**src/rtl/pipe_adder.sv**
```systemverilog
// Pipelined segmented carry-chain adder/subtractor with valid/ready handshake.
// Define PIPE_ADDER_FLAGS_EN to add the registered zf/nf result flags.
module pipe_adder #(
    parameter int WIDTH = 32,
    parameter int SEG_W = 8
) (
    input  logic             clk,
    input  logic             rst_n,
    input  logic             in_valid,
    output logic             in_ready,
    input  logic             in_sub,
    input  logic             in_cin,
    input  logic [WIDTH-1:0] in1,
    input  logic [WIDTH-1:0] in2,
    output logic             out_valid,
    input  logic             out_ready,
    output logic [WIDTH-1:0] sout,
    output logic             cout,
    output logic             ovf
`ifdef PIPE_ADDER_FLAGS_EN
    ,
    output logic             zf,
    output logic             nf
`endif
);

    localparam int STAGES = WIDTH / SEG_W;
    localparam int LAST   = STAGES - 1;

    // Stage k register set. Operand bits above segment k are still pending;
    // s_q holds segments 0..k already resolved.
    logic             v_q [STAGES];
    logic             c_q [STAGES];
    logic [WIDTH-1:0] a_q [STAGES];
    logic [WIDTH-1:0] b_q [STAGES];
    logic [WIDTH-1:0] s_q [STAGES];
    logic             ovf_q;
`ifdef PIPE_ADDER_FLAGS_EN
    logic             zf_q;
    logic             nf_q;
`endif

    logic             v_in [STAGES];
    logic             c_in [STAGES];
    logic [WIDTH-1:0] a_in [STAGES];
    logic [WIDTH-1:0] b_in [STAGES];
    logic [WIDTH-1:0] s_in [STAGES];
    logic [SEG_W:0]   seg  [STAGES];
    logic [WIDTH-1:0] s_nx [STAGES];
    logic             c_nx [STAGES];
    logic             ovf_nx;
    logic             adv;

    // Whole pipe moves in lockstep: a held output freezes every stage.
    assign adv      = !out_valid || out_ready;
    assign in_ready = adv;

    // NOTE: every variable below is assigned on every pass through the block,
    // so no latch can be inferred.
    always_comb begin
        v_in[0] = in_valid;
        c_in[0] = in_sub ? 1'b1 : in_cin;
        a_in[0] = in1;
        b_in[0] = in_sub ? ~in2 : in2;
        s_in[0] = '0;
        for (int k = 1; k < STAGES; k++) begin
            v_in[k] = v_q[k-1];
            c_in[k] = c_q[k-1];
            a_in[k] = a_q[k-1];
            b_in[k] = b_q[k-1];
            s_in[k] = s_q[k-1];
        end
        for (int k = 0; k < STAGES; k++) begin
            seg[k]  = {1'b0, a_in[k][k*SEG_W +: SEG_W]}
                    + {1'b0, b_in[k][k*SEG_W +: SEG_W]}
                    + {{SEG_W{1'b0}}, c_in[k]};
            s_nx[k] = s_in[k];
            s_nx[k][k*SEG_W +: SEG_W] = seg[k][SEG_W-1:0];
            c_nx[k] = seg[k][SEG_W];
        end
        ovf_nx = (a_in[LAST][WIDTH-1] == b_in[LAST][WIDTH-1])
              && (s_nx[LAST][WIDTH-1] != a_in[LAST][WIDTH-1]);
    end

    // NOTE: state is updated with non-blocking assignments so every stage
    // samples its neighbour's pre-edge value.
    always_ff @(posedge clk or negedge rst_n) begin
        if (!rst_n) begin
            // NOTE: data registers are cleared as well, not only valids, so
            // sout/cout/ovf read 0 after reset.
            for (int k = 0; k < STAGES; k++) begin
                v_q[k] <= 1'b0;
                c_q[k] <= 1'b0;
                a_q[k] <= '0;
                b_q[k] <= '0;
                s_q[k] <= '0;
            end
            ovf_q <= 1'b0;
`ifdef PIPE_ADDER_FLAGS_EN
            zf_q  <= 1'b0;
            nf_q  <= 1'b0;
`endif
        end else if (adv) begin
            for (int k = 0; k < STAGES; k++) begin
                v_q[k] <= v_in[k];
                c_q[k] <= c_nx[k];
                a_q[k] <= a_in[k];
                b_q[k] <= b_in[k];
                s_q[k] <= s_nx[k];
            end
            ovf_q <= ovf_nx;
`ifdef PIPE_ADDER_FLAGS_EN
            zf_q  <= (s_nx[LAST] == '0);
            nf_q  <= s_nx[LAST][WIDTH-1];
`endif
        end
    end

    assign out_valid = v_q[LAST];
    assign sout      = s_q[LAST];
    assign cout      = c_q[LAST];
    assign ovf       = ovf_q;
`ifdef PIPE_ADDER_FLAGS_EN
    assign zf        = zf_q;
    assign nf        = nf_q;
`endif

endmodule

```
**config.mk**
```make
export PLATFORM = sky130hd
export DESIGN_NAME = pipe_adder
export DESIGN_NICKNAME = d
export VERILOG_FILES = /design/src/rtl/pipe_adder.sv
export SDC_FILE = /design/constraint.sdc
export NUM_CORES = 1
export LEC_CHECK = 0
export ABC_AREA = 1
export BUFFER_PORTS_ARGS = -buffer_cell sky130_fd_sc_hd__clkbuf_2
export CAP_MARGIN = 20
export CORE_UTILIZATION = 30
export CTS_BUF_LIST = sky130_fd_sc_hd__clkbuf_4
export CTS_CLUSTER_DIAMETER = 120
export CTS_CLUSTER_SIZE = 16
export DETAILED_ROUTE_END_ITERATION = 12
export GPL_ROUTABILITY_DRIVEN = 0
export MAX_ROUTING_LAYER = met4
export SLEW_MARGIN = 20
export SYNTH_ARGS = -nofsm -noshare
export SYNTH_HDL_FRONTEND = slang
export SYNTH_SLANG_ARGS = --single-unit
```
**constraint.sdc**
```tcl
create_clock -name clk -period 1.7 [get_ports clk]
set_input_delay 0.255 -clock clk [delete_from_list [all_inputs] [get_ports clk]]
set_output_delay 0.255 -clock clk [all_outputs]
set_load 0.005 [all_outputs]
```
==> metrics <==
grt total ovfl 0; Crit. End Element flip-flop; status finished, final reports clean; final hold violation count 0; Fillers 2958; Psw 6.819 mW; Routed Antenna Nets 0; endpoints failing setup 0; global-route wire length before repair 31130 µm; TritonCTS clock tree built; via count 6488; syn_area_per_cell 8.653 µm²; worst-margin pin slew 0.4175 ns; WP data required 2.21 ns; MaxCap Viol Count 0; post-synth design cell area 8549 µm²; H-tree Lvls 4; synth unique cells 22; Hold Crit Class in2reg; Post-Layout Cell Count 1539; Clk pin slew, worst setup/hold paths 0.15 ns; switch share 0.4039; most common cell after layout, fill and taps aside nand2_1; Die Height 170.8 µm; # IOs 106; 1st-pass router iterations 5; Net count, final 1254; RR Endpoint s_in[46]; startpoint class of the critical path flip-flop; post-DR wirelength/cell 12.04 µm; Comb pwr share 0.427; number of port buffers 105; hold path cells 3; row count 61; worst hold slack 0.06973 ns; hold path startpoint in2[31]; Largest stage delay, worst path 0.43 ns; Layout Area Growth over Synthesis 23.17%; PwrDens 1603 nW/µm²; fraction of final layout cells with drive strength greater than 1 0.1657; crit-path cells fa_2, fa_2, nand3_1, nand3_1, nand2_1, nand3_1, nand2_1; placed instance count 1451; Seq/Total Area, Yosys 0.5415; pin count of the biggest net entering global routing 81; starting utilization of the core area 0.3061; fmax 0.5956 GHz; Pint 10.06 mW; Max clock buf depth 2; unrepaired setup endpoints after global routing true; P_leak 5.370 nW; CORE AREA 27930 µm²; FF-to-FF path depth 7; Tcrit/Tclk final 0.9876; sequential power share 0.434; crit path time final 1.679 ns; syn nets 1094; leading cell types in the layout, fill and taps excluded 379 x nand2_1, 185 x dfrtp_1, 116 x o21ai_0; 1st-iter DRT viols 341; DRC viols 0; VDD IR max 674.7 µV; CTS Buf Count 17; initial antenna violation count 2; footprint of the multi-input gates 3385 µm²; Setup CP Type reg2reg; die area 29180 µm²; DPL Wire Length 13020 µm; GRT Total Usage 0.1389; Vias/cell 4.216; Min-Delay Endpoint b_in[95]; Synth Instances 988; vias in the first global route 6297; FF+latch count, synth 185; die width 170.8 µm; Slew Limit Fails 0; clk sink count 185; Worst Path Arrival 2.19 ns; CP most frequent cell nand3_1; worst reg2reg startpoint c_in[2]; master of the slowest instance on the critical path dfrtp_1; max_slew headroom 0.7217; CTS Root Cell clkbuf_4; Worst Clk Skew 0.02882 ns; Reg area 4629 µm²; Max FO, Critical Path 4; Clk pwr share 0.139; Clock Latency Late Sink 0.59 ns; reg2reg setup slack 0.02 ns; final WL 18530 µm; Yosys warning total 0
per-stage QoR:
| stage | total power, mW | worst slack (ns) | setup TNS, ns | utilization | cell area, µm² |
|---|---|---|---|---|---|
| after floorplan | 12.05 | -0.1259 | -0.3969 | - | 8584 |
| after global placement | 14.19 | -0.1404 | -0.7854 | 0.3454 | 9649 |
| after detailed placement | 14.35 | -0.1592 | -1.272 | 0.3454 | 9649 |
| after CTS | 16.95 | -0.01188 | -0.01188 | 0.3745 | 10460 |
| after global routing | 18.63 | -0.08636 | -0.3098 | 0.3770 | 10530 |
| final | 16.88 | 0.02113 | 0 | 0.3770 | 10530 |
area by class of cell:
class	count	share of cell area
tap	378	0.04491
timing repair inverter	1	0.0005941
clock inverter	13	0.01307
antenna	2	0.0004753
inverter	99	0.03600
clock buffer	17	0.01212
sequential	185	0.4396
timing repair buffer	184	0.1318
multi-input combinational	660	0.3214
flip-flops by register name (all words and copies together) (netlist names):
name       cells
ovf            1
v_in           3
c_in           3
b_in          48
s_in          48
a_in          48
sout          32
cout           1
out_valid      1
how the worst max path moves through the flow:
| stage | startpoint | end | slack, ns | depth (start not counted) |
|---|---|---|---|---|
| finish | c_in[2] | s_in[46] | 0.02 | 7 |
| global route | c_in[2] | s_in[46] | -0.09 | 7 |
| CTS | b_in[48] | s_in[20] | -0.01 | 6 |
| detailed placement | in_sub | s_in[70] | -0.16 | 11 |
| global placement | in_sub | s_in[70] | -0.14 | 11 |
| floorplan | in_sub | c_in[2] | -0.13 | 11 |
Yosys cell counts (all sizes together):
cell / number / area, µm²
a211oi: 4 / 30.03
a21oi: 18 / 90.09
buf: 31 / 183.9
clkbuf: 13 / 48.80
dfrtp: 185 / 4629
fa: 8 / 160.2
ha: 28 / 350.3
inv: 99 / 371.6
nand2: 381 / 1430
nand3: 36 / 180.2
nand4: 5 / 31.28
nor2: 17 / 71.32
o21ai: 121 / 605.6
o21bai: 2 / 15.01
o22ai: 1 / 12.51
or2: 1 / 6.260
xnor2: 29 / 254.0
xor2: 9 / 78.83
power by group through the flow:
stage,sequential (mW),clock [mW],combinational (mW)
6_report,7.32,2.35,7.21
5_1_grt,7.58,2.60,8.44
4_1_cts,7.34,2.44,7.17
3_5_place_dp,7.44,0,6.92
3_3_place_gp,7.40,0,6.78
2_1_floorplan,7.23,0,4.82
worst max-delay path: cells and delay by family (launching register included):
| family | cells | cell delay, ns |
|---|---|---|
| fa+ha+maj | 2 | 0.79 |
| simple gates | 5 | 0.41 |
| flops | 1 | 0.43 |
what timing repair did:
action / 4_1_cts / 5_1_grt
endpoints found under the setup margin: 9 / 25
gates resized for setup: 12 / 10
cloned: 1 / 1
pin swaps: 4 / 9
hold endpoints to repair: 233 / 0
buffers inserted: 5 / 1
hold buffers: 49 / 0
per-layer routing:
| metal | share of wire | wire (µm) | global-route usage | up-vias |
|---|---|---|---|---|
| met5 | 0 | 0 | - | - |
| met4 | 0.0092 | 171 | 0.03727 | 0 |
| met3 | 0.035 | 644 | 0.02475 | 13 |
| met2 | 0.42 | 7762 | 0.1959 | 109 |
| met1 | 0.54 | 9947 | 0.2030 | 2955 |
| li1 | - | - | - | 3411 |
cell families after synthesis:
family,count (synthesis),share of synthesized area
AO/OA/AOI/OAI,146,0.08810
XOR/XNOR,38,0.03893
adder cells (fa/ha/maj),36,0.05971
buffers and inverters,143,0.07069
flip-flops,185,0.5415
AND/OR/NAND/NOR,440,0.2011
Note: power is estimated with default switching activity, not from simulation.
